[src/rtl/sram_controller.sv]
// Memory-stage SRAM controller: each 32-bit load/store becomes two 16-bit SRAM
// accesses (low half then high half), each phase held WAIT_CYCLES+1 cycles.
module sram_controller #(
   parameter int unsigned BASE_ADDR   = 1024,
   parameter int unsigned SRAM_AW     = 18,
   parameter int unsigned WAIT_CYCLES = 1
) (
   input  logic               clk,
   input  logic               rst_n,
   input  logic               rd_en,
   input  logic               wr_en,
   input  logic [31:0]        address,
   input  logic [31:0]        write_data,
   output logic [31:0]        read_data,
   output logic               ready,
   output logic [SRAM_AW-1:0] sram_addr,
   output logic [15:0]        sram_dq_out,
   output logic               sram_dq_oe,
   input  logic [15:0]        sram_dq_in,
   output logic               sram_we_n
);

   localparam logic [3:0] LP_WAIT = 4'(WAIT_CYCLES);

   typedef enum logic [1:0] {S_IDLE, S_LO, S_HI, S_DONE} state_t;

   state_t             r_state;
   logic [SRAM_AW-2:0] r_word;
   logic [31:0]        r_data;
   logic               r_wr;
   logic [3:0]         r_wait;
   logic [31:0]        r_read_data;
   logic [SRAM_AW-1:0] r_sram_addr;
   logic [15:0]        r_sram_dq_out;
   logic               r_sram_dq_oe;
   logic               r_sram_we_n;

   logic               w_req;
   logic               w_last;
   logic [31:0]        w_offset;
   logic [SRAM_AW-2:0] w_word;
   logic               w_unused;

   assign w_req    = rd_en | wr_en;
   assign w_last   = (r_wait == LP_WAIT);
   assign w_offset = address - BASE_ADDR;
   assign w_word   = w_offset[SRAM_AW:2];
   // Offset bits above the SRAM window are dropped, so out-of-range addresses wrap.
   assign w_unused = &{1'b0, w_offset[31:SRAM_AW+1], w_offset[1:0]};

   always_ff @(posedge clk) begin
      if (!rst_n) begin
         r_state       <= S_IDLE;
         r_word        <= '0;
         r_data        <= '0;
         r_wr          <= 1'b0;
         r_wait        <= '0;
         r_read_data   <= '0;
         r_sram_addr   <= '0;
         r_sram_dq_out <= '0;
         r_sram_dq_oe  <= 1'b0;
         r_sram_we_n   <= 1'b1;
      end else begin
         case (r_state)
            S_IDLE: begin
               if (w_req) begin
                  r_wr        <= wr_en;
                  r_word      <= w_word;
                  r_data      <= write_data;
                  r_wait      <= '0;
                  r_sram_addr <= {w_word, 1'b0};
                  if (wr_en) begin
                     r_sram_dq_out <= write_data[15:0];
                     r_sram_dq_oe  <= 1'b1;
                     r_sram_we_n   <= 1'b0;
                  end
                  r_state <= S_LO;
               end
            end
            S_LO: begin
               if (w_last) begin
                  r_wait      <= '0;
                  r_sram_addr <= {r_word, 1'b1};
                  if (r_wr) r_sram_dq_out <= r_data[31:16];
                  else      r_read_data[15:0] <= sram_dq_in;
                  r_state <= S_HI;
               end else begin
                  r_wait <= r_wait + 4'd1;
               end
            end
            S_HI: begin
               if (w_last) begin
                  r_wait       <= '0;
                  r_sram_dq_oe <= 1'b0;
                  r_sram_we_n  <= 1'b1;
                  if (!r_wr) r_read_data[31:16] <= sram_dq_in;
                  r_state <= S_DONE;
               end else begin
                  r_wait <= r_wait + 4'd1;
               end
            end
            default: r_state <= S_IDLE;
         endcase
      end
   end

   assign ready       = ((r_state == S_IDLE) && !w_req) || (r_state == S_DONE);
   assign read_data   = r_read_data;
   assign sram_addr   = r_sram_addr;
   assign sram_dq_out = r_sram_dq_out;
   assign sram_dq_oe  = r_sram_dq_oe;
   assign sram_we_n   = r_sram_we_n;

endmodule

[config.mk]
export PLATFORM = sky130hd
export DESIGN_NAME = sram_controller
export DESIGN_NICKNAME = d
export VERILOG_FILES = /design/src/rtl/sram_controller.sv
export SDC_FILE = /design/constraint.sdc
export NUM_CORES = 1
export LEC_CHECK = 0
export CAP_MARGIN = 20
export CORE_ASPECT_RATIO = 1.1
export CORE_MARGIN = 3
export CORE_UTILIZATION = 45
export CTS_BUF_LIST = sky130_fd_sc_hd__clkbuf_16
export DETAILED_ROUTE_END_ITERATION = 10
export GPL_ROUTABILITY_DRIVEN = 0
export GPL_TIMING_DRIVEN = 1
export PLACE_DENSITY_LB_ADDON = 0.25
export SYNTH_ARGS = -nofsm -noshare
export SYNTH_HDL_FRONTEND = slang
export SYNTH_SLANG_ARGS = --single-unit
[constraint.sdc]
create_clock -name clk -period 2.35 [get_ports clk]
set_input_delay 0.47 -clock clk [delete_from_list [all_inputs] [get_ports clk]]
set_output_delay 0.47 -clock clk [all_outputs]
set_load 0.05 [all_outputs]
==> results.md, run 1 <==
- Post-synthesis sequential area ratio: 48.6%
- Yosys cell types: 47
- Post-cts sizing count: 0
- First-pass GRT wire length: 18.3 mm
- Setup TNS: 0 ps
- Clock-pin slew on the worst setup and hold paths: ~70 ps
- Area grow syn2layout: 40.5%
- Crit path max fanout: 5
- Seq cells post-synth: ~110
- Syn Inst Count: 523
- Worst R2R Setup Slack: 300 ps
- Final setup viols: 0
- Clock insertion delay at the later pin of the skew report: ~330 ps
- TritonCTS clock tree: done
- Hold Crit Class: reg -> reg
- Drc violations: 0
- HPWL after detailed placement: 7.84 mm
- Max-slew violation count: 0
- Tmin final: 2110 ps
- YS warnings: 0
- Num rows: 37
- Startpoint types: register
- IR drop worst, VDD: 0.780 mV
- Post-route ant nets: 0
- Number of max-cap violations: 0
- Pin count of the biggest net entering global routing: between 50 and 60
- GRT overflow: 0
- Iter 0 DRT Violations: 159
- Fillers: 771
- Clock group share of total power: 19.9%
- Crit Path Class: reg -> out
- Leakage power figure: 0.00228 uW
- Flop pwr share: 33.5%
- I/O Pins: ~150
- # hold bufs at CTS: 0
- Fraction of registers with async set/reset: 0%
- Die area: 11100 um2
- Hold_ws: 452 ps
- Post-Syn Area: around 4500 um2
- Ant. Diodes: 0
- Post-DP Area: 5960 um2
- Initial antenna violation count: 0
- Total CTS buffers: 9
- Avg Inst Size Synth: 8.51 um2
- Die W: roughly 100 um
- Die Y: 110 um
- Layout Nets: between 700 and 800
- Crit path required time: 1880 ps
- GRT Total Usage: between 20 and 25%
- Via count: 4024
- Pint: 4440 uW
- Max-slew headroom: 58.2%
- Number of I/O port buffers: around 140
- Critical path arrival: 1640 ps
- Net Switching: 3150 uW
- Final Hold Fails: 0
- Status: complete, no violations
- Max Clock Skew: 8.12 ps
- Number of global-route vias before repair: about 3800
- Layout cells sized above 1: 6.45%
- CP endpoint kind: primary output
- Worst slew pin tran: between 600 and 700 ps
- Fin crit share: 89.7%
- Clock Root Buffer: clkbuf_16
- RSZ-0062 raised after global routing: no
- Routed wire length: 11.4 mm
- P per Cell Area: around 1200 nW/um2
- FMAX: 474 MHz
- DRT Pass-1 Iters: 5
- Cell area after layout: approximately 6300 um2
- Switch share: 41.6%
- Logic gate share of total power: 46.6%
- Clock sink count: 108
- Avg WL per Cell: 14.9 um
- CTS H-tree depth: 3
- Primary FF master, synth: dfxtp_1
- Initial core utilization: 46.9%
- Clock Path Buffers: 2
- Via density per instance: 5.24
- Postcts setup bufs: 0
- EDFF count, synth: 0
- Core ar.: 9490 um2
- Syn Nets: 615
==> layout make-up <==
| class | instances | area [um2] | share of cell area [%] |
|---|---|---|---|
| Tap cell | 117 | 146 | 2.34 |
| Clock inverter | 7 | 71.3 | 1.14 |
| Timing Repair Buffer | 149 | 1510 | 24.1 |
| Multi-Input combinational cell | 371 | 2110 | 33.8 |
| Inverter | 7 | 26.3 | 0.420 |
| Sequential cell | 108 | 2160 | 34.6 |
| Clock buffer | 9 | 225 | 3.60 |
==> synth_stat cells, types with 5 or more instances <==
master | number | share of area, %
nand2_1 | 131 | 11
dfxtp_1 | 108 | 49
a21oi_1 | 64 | 7.2
nor2_1 | 45 | 3.8
mux2i_1 | 28 | 6.3
clkbuf_1 | 25 | 2.1
a211oi_1 | 19 | 3.2
a211oi_2 | 9 | 2.5
o21ai_1 | 9 | 1.0
ha_1 | 8 | 2.2
buf_2 | 7 | 0.79
inv_1 | 6 | 0.51
o21ai_0 | 5 | 0.56
==> logic make-up after synthesis <==
family	after synthesis	synth area share [%]
muxes	29	6.55
buffers and inverters	44	4.24
and+or+nand+nor	208	19.8
xor gates and xnor gates	5	0.984
adders and majority gates	8	2.25
AOI/OAI and AO/OA	121	17.6
DFF	108	48.6
==> per-layer routing <==
metal / wire length (um) / part of all wire, % / GRT usage, % / vias up
met4: 121 / 1.1 / 5.87 / 0
met1: 4890 / 43 / 26.1 / 1877
met2: 5510 / 48 / 33.2 / 107
met3: 905 / 7.9 / 6.04 / 12
met5: 0 / 0 / 0 / -
li1: - / - / - / 2028
==> sequential cells by signal, summed over array words and instances (netlist names) <==
name,cells
read_data,32
sram_addr,18
r_word,17
r_data,16
sram_dq_out,16
r_wait,4
r_state,2
r_wr,1
sram_dq_oe,1
sram_we_n,1
==> worst paths after layout <==
path,startpoint,end,cells after the start
setup / recovery,r_state[0]$_SDFFE_PN0P_,ready,5
hold / removal,sram_addr[12]$_SDFFE_PN0P_,sram_addr[12]$_SDFFE_PN0P_,2
setup reg to reg,r_wait[0]$_SDFFE_PN0P_,sram_addr[11]$_SDFFE_PN0P_,6
hold reg to reg,sram_addr[12]$_SDFFE_PN0P_,sram_addr[12]$_SDFFE_PN0P_,2
==> per-stage QoR <==
stage	instances	power, uW	util (%)	setup slack (ps)
finish	768	7590	65.9	242
global route	768	8030	65.9	73.7
CTS	768	7660	65.9	212
detailed placement	752	6140	62.8	50.1
global placement	752	6050	62.8	133
floorplan	523	4990	-	273
==> cells in the final DEF, fill, tap and decap left out, types with 2 or more instances in the layout <==
cell             netlist  layout
nor2_1                45      45
buf_4                  0       9
ha_1                   8       7
and2_1                 3       3
clkbuf_16              0       9
nand4bb_1              2       2
mux2i_1               28      28
xor2_1                 2       2
o221ai_1               3       3
a211oi_1              19      19
buf_12                 0       4
a211oi_2               9       8
o2111ai_1              2       2
nand2b_1               2       2
clkdlybuf4s50_1        0     136
nand2_1              131     131
nor2b_1                2       2
dfxtp_1              108     108
o21ai_1                9       8
xnor2_1                3       3
nor4_1                 2       2
clkinv_1               0       2
or4_1                  3       3
nor3_1                 4       4
o21ai_0                5       5
inv_1                  6       6
nand3_1                2       2
inv_6                  0       3
or2_1                  3       3
a211oi_4               1       2
nand4_1                3       3
a21oi_1               64      64
==> worst max-delay path, stage by stage, from the launching register on <==
cell and delay [ps]:
dfxtp_1 420, inv_1 90, ha_1 220, nor3b_2 160, or2_1 250, buf_12 160
==> power groups by stage <==
stage	clock network [uW]	registers [uW]	logic (uW)
4_1_cts	1550	2550	3560
3_3_place_gp	0	2560	3490
3_5_place_dp	0	2590	3550
5_1_grt	1620	2600	3800
2_1_floorplan	0	3460	1530
6_report	1510	2540	3530
Note: power is estimated with default switching activity, not from simulation.
==> run 2: changes to the inputs <==
Settings changed: CAP_MARGIN 20 to not set.
==> results of run 2 <==
Same layout as run 1: the final DEF is identical, and so are final timing and power.
==> run 3: changes to the inputs <==
Settings changed: CAP_MARGIN set to 20, GPL_ROUTABILITY_DRIVEN 0 to not set.
==> results of run 3 <==
Same layout as run 1: the final DEF is identical, and so are final timing and power.
